--- src/rtl/mult_result_uart_tx_if.sv ---
// rtl/mult_result_uart_tx_if.sv - product handshake bus between the multiplier and the UART transmitter
interface mult_result_uart_tx_if #(
   parameter int WIDTH = 8
);
   logic [2*WIDTH-1:0] res_in;
   logic               res_valid;
   logic               res_ready;

   modport master (output res_in, output res_valid, input res_ready);
   modport slave  (input res_in, input res_valid, output res_ready);
endinterface

--- src/rtl/mult_result_uart_tx.sv ---
// rtl/mult_result_uart_tx.sv - serialise a captured product as LSB-first UART bytes (8N1)
// Optional feature macro: MULT_TX_PARITY_EN inserts an even-parity bit after each data byte.
module mult_result_uart_tx #(
   parameter int WIDTH        = 8,
   parameter int CLKS_PER_BIT = 16
) (
   input  logic                 clk,
   input  logic                 rst,
   mult_result_uart_tx_if.slave res,
   output logic                 tx,
   output logic                 busy,
   output logic                 done
);
   localparam int PW     = 2 * WIDTH;
   localparam int NBYTES = (PW + 7) / 8;
   localparam int SW     = NBYTES * 8;
   localparam int BW     = $clog2(CLKS_PER_BIT);
   localparam int IW     = (NBYTES > 1) ? $clog2(NBYTES) : 1;
   localparam logic [BW-1:0] BAUD_LAST = BW'(CLKS_PER_BIT - 1);
   localparam logic [IW-1:0] BYTE_LAST = IW'(NBYTES - 1);

`ifdef MULT_TX_PARITY_EN
   typedef enum logic [2:0] {S_IDLE, S_START, S_DATA, S_PARITY, S_STOP} state_t;
`else
   typedef enum logic [1:0] {S_IDLE, S_START, S_DATA, S_STOP} state_t;
`endif

   state_t          state_q, state_n;
   logic [BW-1:0]   baud_q, baud_n;
   logic [2:0]      bit_q, bit_n;
   logic [IW-1:0]   byte_q, byte_n;
   logic [SW-1:0]   shreg_q, shreg_n;
   logic            done_q, done_n;
   logic            baud_wrap;
`ifdef MULT_TX_PARITY_EN
   logic            par_q, par_n;
`endif

   assign baud_wrap     = (baud_q == BAUD_LAST);
   assign res.res_ready = (state_q == S_IDLE);
   assign busy          = (state_q != S_IDLE);
   assign done          = done_q;

   // The shift register moves one bit per data bit, so the next byte lands in [7:0] by itself.
   always_comb begin
      state_n = state_q;
      baud_n  = baud_q;
      bit_n   = bit_q;
      byte_n  = byte_q;
      shreg_n = shreg_q;
      done_n  = 1'b0;
      tx      = 1'b1;
`ifdef MULT_TX_PARITY_EN
      par_n   = par_q;
`endif
      if (state_q != S_IDLE) begin
         baud_n = baud_wrap ? '0 : baud_q + 1'b1;
      end
      case (state_q)
         S_IDLE: begin
            tx = 1'b1;
            if (res.res_valid) begin
               state_n           = S_START;
               shreg_n           = '0;
               shreg_n[PW-1:0]   = res.res_in;
               byte_n            = '0;
               bit_n             = '0;
               baud_n            = '0;
            end
         end
         S_START: begin
            tx = 1'b0;
            if (baud_wrap) begin
               state_n = S_DATA;
               bit_n   = '0;
`ifdef MULT_TX_PARITY_EN
               par_n   = 1'b0;
`endif
            end
         end
         S_DATA: begin
            tx = shreg_q[0];
            if (baud_wrap) begin
               shreg_n = shreg_q >> 1;
`ifdef MULT_TX_PARITY_EN
               par_n   = par_q ^ shreg_q[0];
`endif
               if (bit_q == 3'd7) begin
`ifdef MULT_TX_PARITY_EN
                  state_n = S_PARITY;
`else
                  state_n = S_STOP;
`endif
               end else begin
                  bit_n = bit_q + 3'd1;
               end
            end
         end
`ifdef MULT_TX_PARITY_EN
         S_PARITY: begin
            tx = par_q;
            if (baud_wrap) state_n = S_STOP;
         end
`endif
         S_STOP: begin
            tx = 1'b1;
            if (baud_wrap) begin
               if (byte_q == BYTE_LAST) begin
                  state_n = S_IDLE;
                  done_n  = 1'b1;
               end else begin
                  byte_n  = byte_q + 1'b1;
                  state_n = S_START;
               end
            end
         end
         default: state_n = S_IDLE;
      endcase
   end

   always_ff @(posedge clk) begin
      if (rst) begin
         state_q <= S_IDLE;
         baud_q  <= '0;
         bit_q   <= '0;
         byte_q  <= '0;
         shreg_q <= '0;
         done_q  <= 1'b0;
`ifdef MULT_TX_PARITY_EN
         par_q   <= 1'b0;
`endif
      end else begin
         state_q <= state_n;
         baud_q  <= baud_n;
         bit_q   <= bit_n;
         byte_q  <= byte_n;
         shreg_q <= shreg_n;
         done_q  <= done_n;
`ifdef MULT_TX_PARITY_EN
         par_q   <= par_n;
`endif
      end
   end
endmodule

--- src/flat_wrapper.sv ---
// flat-port wrapper written by rule: the top's interface ports become plain ports
module mult_result_uart_tx_flat 
#(
   parameter int WIDTH        = 8,
   parameter int CLKS_PER_BIT = 16
)
  (clk, rst, tx, busy, done, res_res_in, res_res_valid, res_res_ready);
  mult_result_uart_tx_if #(.WIDTH(WIDTH)) res_i ();
  input  logic clk;
  input  logic rst;
  output logic tx;
  output logic busy;
  output logic done;
  input wire logic [$bits(res_i.res_in)-1:0] res_res_in;
  input wire logic [$bits(res_i.res_valid)-1:0] res_res_valid;
  output wire logic [$bits(res_i.res_ready)-1:0] res_res_ready;
  assign res_i.res_in = res_res_in;
  assign res_i.res_valid = res_res_valid;
  assign res_res_ready = res_i.res_ready;
  mult_result_uart_tx #(.WIDTH(WIDTH), .CLKS_PER_BIT(CLKS_PER_BIT)) u_core (.clk(clk), .rst(rst), .res(res_i), .tx(tx), .busy(busy), .done(done));
endmodule
--- config.mk ---
export PLATFORM = sky130hd
export DESIGN_NAME = mult_result_uart_tx_flat
export DESIGN_NICKNAME = d
export VERILOG_FILES = /design/src/rtl/mult_result_uart_tx_if.sv /design/src/rtl/mult_result_uart_tx.sv /design/src/flat_wrapper.sv
export SDC_FILE = /design/constraint.sdc
export NUM_CORES = 1
export LEC_CHECK = 0
export CELL_PAD_IN_SITES_DETAIL_PLACEMENT = 1
export CELL_PAD_IN_SITES_GLOBAL_PLACEMENT = 1
export CORE_MARGIN = 2
export CORE_UTILIZATION = 40
export DETAILED_ROUTE_END_ITERATION = 7
export PLACE_DENSITY = 0.78
export RECOVER_POWER = 50
export SETUP_SLACK_MARGIN = 0.5
export SLEW_MARGIN = 20
export SYNTH_ARGS = -nofsm -noshare
export SYNTH_HDL_FRONTEND = slang
export SYNTH_SLANG_ARGS = --single-unit
--- constraint.sdc ---
create_clock -name clk -period 1.9 [get_ports clk]
set_input_delay 0.57 -clock clk [delete_from_list [all_inputs] [get_ports clk]]
set_output_delay 0.57 -clock clk [all_outputs]
set_load 0.03 [all_outputs]
* After elaboration in Yosys (flattened, before gate mapping)
Index checks and enable logic that the tools add are counted. Widths: inputs -> output; s select.
Cells by class: bitwise gates (word level) 2, reduce and logical (&&, ||, !) cells 11, equal/unequal tests 11, muxes and demuxes 25, add/subtract/negate cells 3
Operator list (number):
- $mux 16 | 2
- $pmux 16 s2 | 1
- $mux 4 | 4
- $mux 3 | 4
- $mux 2 | 5
- $reduce_and 5->1 | 2
- $pmux 3 s3 | 1
- $ne 2x1->1 const B | 4
- $pmux 2 s4 | 1
- $reduce_and 3->1 | 2
- $reduce_bool 2->1 | 3
- $mux 1 | 5
- $add 4x1->4 const B | 1
- $eq 2x2->1 const B | 2
- $eq 4x4->1 const B | 1
- $ne 2x2->1 const B | 2
- $add 3x1->3 const B | 1
- $eq 3x3->1 const B | 1
- $pmux 1 s3 | 1
- $reduce_bool 3->1 | 1
- $reduce_or 3->1 | 1
- $eq 2x1->1 const B | 1
- $logic_not 2->1 | 1
- $not 1->1 | 2
- other kinds (3) | 3
Word-level totals: bits of input ports 19, word-level logic and storage cells 58, register bits after elaboration 27

* Depth between registers and ports, before layout
word-level depth 5, depth in mapped cells 8, mapped depth without buffers 6

* Worst setup path after synthesis
Ideal clock, no wire load.
path kind flip-flop to output port, start register u_core.state_q[0], end output tx, path buffers 2, stages on the path, launching flop included 7, path slack -0.255 ns, arrival time 1.585 ns, cell sequence dfxtp_1 > inv_1 > ha_1 > buf_2 > buf_2 > nand2_1 > a21oi_1
On the way: word-level cells in the longest chain between the ends 3, elaborated cells on any way between the ends 6, those cells by class eq/ne (3); mux (1); reduce/logical (2)
RTL lines:
- from (decl) | line mult_result_uart_tx.sv:28 | state_t state_q, state_n;
- from (signal assigned) | line mult_result_uart_tx.sv:133 | state_q <= state_n;
- $eq 2x2->1 or $logic_not 2->1 (tied branches) | line mult_result_uart_tx.sv:59 | case (state_q)
- $reduce_or 2->1 (no source line)
- $pmux 1 s3 (*) | line mult_result_uart_tx.sv:59
- to (decl) | line flat_wrapper.sv:11 | output logic tx;
Every way passes the cells marked *; elsewhere a longest branch is shown, timed or not.

* Worst setup path in the final report
Ends and elaborated chain as after synthesis.

==> results <==
- The slew at the pin with the worst max-slew slack is 0.445 ns.
- The hold violation total from the final report is 0.
- The clock passes through at most 2 buffers.
- The power density normalized to cell area is 1900 nW/um^2.
- Cells with a size suffix above 1 make up around two fifths of the layout.
- Counting cells, the worst reg-to-reg path comes to 6.
- The post-detailed-route via-to-cell ratio is 5.54.
- Setup violations remaining at the end of the flow were counted as 1.
- The DRC violations left is 0.
- In the synthesized netlist the dominant register cell turns out to be dfxtp_1.
- The min-delay analysis places its worst path in the category flip-flop to flip-flop.
- The cell row count is 21.
- The first global-routing pass estimated 7370 um of wire.
- The max-cap violation count is 0.
- When the netlist entered floorplanning its net count stood at 177.
- Setup repair after global routing could not meet its margin everywhere.
- The end-of-flow core utilization is ~66%.
- The via count of the first global-routing pass is 1378.
- The CTS buffer count is 3.
- The number of placed instances, taps included, is 215.
- The synthesized design spends more area on one cell type than any other, namely dfxtp_1.
- In this run, synthesis produced a sequential element count of 27.
- The HPWL after detailed placement is roughly 2400 um.
- The total length of routed wires is between 5000 and 6000 um.
- The fraction of post-synthesis cell area in the top cell type by area is 38.2%.
- The die outline width is approximately 64 um.
- The total overflow reported by the global router is 0.
- The number of synthesized flops with an enable pin is 0.
- Multiplexer cells account for roughly 11% of the synthesized area.
- The total global-route track usage is between 20 and 25%.
- The arrival time reported for the critical path endpoint is 1.38 ns.
- After the last flow step, the layout net total stands at 222.
- Among all stages on the critical path, the largest delay is contributed by dfxtp_4.
- The average instance in the mapped netlist occupies 9.51 um^2.
- After the first detailed-routing iteration, the DRC count stood at 80.
- The number of different library cells in the post-synthesis netlist is 34.
- The largest family of logic cells by synthesized area is compound AO/OA/AOI/OAI gates.
- The beginning of the worst register-to-register path is u_core.baud_q[0].
- The final cycle utilization of the critical path is 102%.
- The die covers 4030 um^2.
- The insertion delay to the later sink of the worst-skew pair is 0.38 ns.
- After synthesis the cells add up to 1420 um^2.
- After detailed routing, the average wire length per cell comes to around 21 um.
- TritonCTS built the clock tree.
- Of all flip-flops after synthesis, the portion carrying an async set or reset was 0%.
- The critical path contains buffers and inverters numbering 2 combined.
- The worst hold path terminates at u_core.bit_q[2].
- The number of placed I/O pins is 23.
- The final reports fail on negative setup slack.
- The largest single stage delay on the critical path is roughly 0.42 ns.
- The total of buffers placed on input and output ports is 22.
- The endpoint required time on the critical path is between 1 and 1.5 ns.
- The launching element type of the critical path is a flip-flop.
- For this block, the via count after detailed routing is around 1300.
- The global placement routability congestion is between 0.8 and 0.9.
- In the post-route analysis, the smallest setup slack over all paths is -0.0472 ns.
- The number of antenna violations at the first check in global routing is 0.
- The maximum VDD drop is 1340 uV.
- The first detailed-routing pass ran for 4 iterations.
- The cell at the root of the clock tree is clkbuf_4.
- Yosys instantiated no cell more often than dfxtp_1.
- STA classifies the critical path endpoint as an output port.
- The setup slack of the worst register-to-register path is 0.01 ns.
- The number of inserted diodes is 0.
- The post-route total power is 0.00418 W.
- The post-placement setup slack is -0.0623 ns.
- The placeable core region is between 3000 and 4000 um^2.
- Summing the areas of all xor and xnor instances in the mapped netlist gives 1.24% of the synthesized area.
- The endpoint of the worst-slack reg-to-reg timing path is u_core.shreg_q[5].
- The run finished, with violations left.
- The largest net degree at the start of global routing is 18.
- Once the floorplan was initialized, standard cells occupied 42.1% of the core.
- The synthesized netlist devotes 7.95% of its cell area to adder and majority cells.
- The worst hold path begins at u_core.bit_q[2].
- Along the worst hold path, the cell count comes to 2.
- For this run, the number of Yosys warnings is 0.
- The CTS sink count is 27.
- The count of pins over their slew limit is 0.
- In this run the tightest slew margin relative to its limit is between 70% and 80%.
- The fraction of the mapped netlist area in compound gates is 19.3%.
- The synthesized netlist cell count is 149.
- The setup TNS is -0.0472 ns.
- Timing would allow up to 514 MHz.
- In this run the number of H-tree levels came out at 1.
- In this run the worst path has a maximum fanout of 4.
- The clock-pin slew reported for the worst setup and hold paths after clock tree synthesis is 0.18 ns.
- The area growth from synthesis to layout is 55.7%.
- The final instance count without filler cells is 239.
- The analysis attributes to cell leakage a power of roughly 0.84 nW.
- The type of the setup path with the least slack is flip-flop to output port.
- The clock period minus worst slack is roughly 2 ns.
- Grouping stages by cell kind, the critical path spends the most delay in flip-flops.
- The clock tree skew after final layout is ~0.017 ns.
- Sequential elements use a little under two fifths of the synthesized area.
- Walking the worst path, the cells encountered are inv_4 > ha_4 > a21oi_4 > buf_6.
- Ranked by instance count, the synthesized netlist is headed by dfxtp_1, nor2_1, mux2i_1.
- The area share of and/or/nand/nor cells after synthesis is 16.9%.
- Measured along the y axis, the die boundary spans 63.5 um.
- Yosys attributes the largest share of cell area to dfxtp_1, mux2i_1, ha_1.
- The post-route antenna net violation count is 0.
[metrics by stage]
| stage | hold slack (ns) | instance area (um^2) |
|---|---|---|
| 4_1_cts | 0.489 | 2030 |
| 6_report | 0.503 | 2200 |
| 5_1_grt | 0.518 | 2200 |
| 2_1_floorplan | 0.435 | 1530 |
| 3_3_place_gp | 0.448 | 1790 |
| 3_5_place_dp | 0.467 | 1790 |
[final cells by class]
type                            instances  area [um^2]
Tap cell                               46         57.6
Clock buffer                            3         22.5
Fill cell                             364         1160
Sequential cell                        27          549
Timing Repair Buffer                   51          557
Multi-Input combinational cell        108          988
Clock inverter                          1         6.26
Inverter                                3         23.8
[worst reg2reg max path: stages (launching register included)]
cell	delay, ns
dfxtp_1	0.49
ha_1	0.31
nand4_1	0.18
a21oi_4	0.22
bufbuf_16	0.29
nor2_1	0.06
a211oi_1	0.25
[sequential cells by signal (all words and copies together), names as in the netlist]
signal,flops
u_core.done,1
u_core.bit_q,3
u_core.baud_q,4
u_core.byte_q,1
u_core.state_q,2
u_core.shreg_q,16
[per-layer routing]
layer	vias to the layer above	wire (um)	global-route usage (%)
li1	616	-	-
met1	666	2150	30.9
met2	30	2630	41.6
met3	13	118	2.86
met4	0	113	7.88
met5	-	0	0
[worst max path at each step]
stage                        end  cells past startpoint  slack (ns)         startpoint
6_report                      tx                      4       -0.05  u_core.state_q[0]
3_5_place_dp   u_core.state_q[0]                      5       -0.06      res_res_valid
3_3_place_gp     u_core.bit_q[0]                      5       -0.01      res_res_valid
5_1_grt                       tx                      4       -0.08  u_core.state_q[0]
2_1_floorplan                 tx                      6        0.25  u_core.state_q[0]
4_1_cts                       tx                      5       -0.01  u_core.state_q[0]
[where the power goes]
group	leakage (nW)	internal [W]	total (W)	switching, W
Combinational	0.598	0.00158	0.00291	0.00133
Sequential	0.224	0.000796	0.000978	0.000182
Clock	0.0183	0.0000833	0.000299	0.000215
[cells in the final DEF (no fill, tap or decap), drive strengths merged, types with 3 or more instances in the layout]
| cell type | netlist | layout |
|---|---|---|
| buf | 9 | 31 |
| dfxtp | 27 | 27 |
| nor2 | 22 | 22 |
| clkdlybuf4s50 | 0 | 17 |
| mux2i | 16 | 16 |
| a211oi | 15 | 15 |
| a21oi | 11 | 11 |
| nand2 | 9 | 9 |
| ha | 9 | 9 |
| inv | 3 | 4 |
| nand4 | 3 | 3 |
| clkbuf | 2 | 3 |
| nor3 | 3 | 3 |
| or2 | 3 | 3 |
[timing repair]
action / 4_1_cts / 5_1_grt
gates resized for setup: 25 / 27
setup endpoints to repair: 25 / 29
hold buffers: 0 / 0
pin swaps: 12 / 15
setup buffers: 9 / 9
gates cloned: 2 / 0
[cell families after synthesis]
logic type	after synthesis
AND/OR/NAND/NOR	49
AO/OA/AOI/OAI	32
flip-flops	27
multiplexers	16
buffers and inverters	14
adder cells (fa/ha/maj)	9
XOR/XNOR	2
Note: power is estimated with default switching activity, not from simulation.
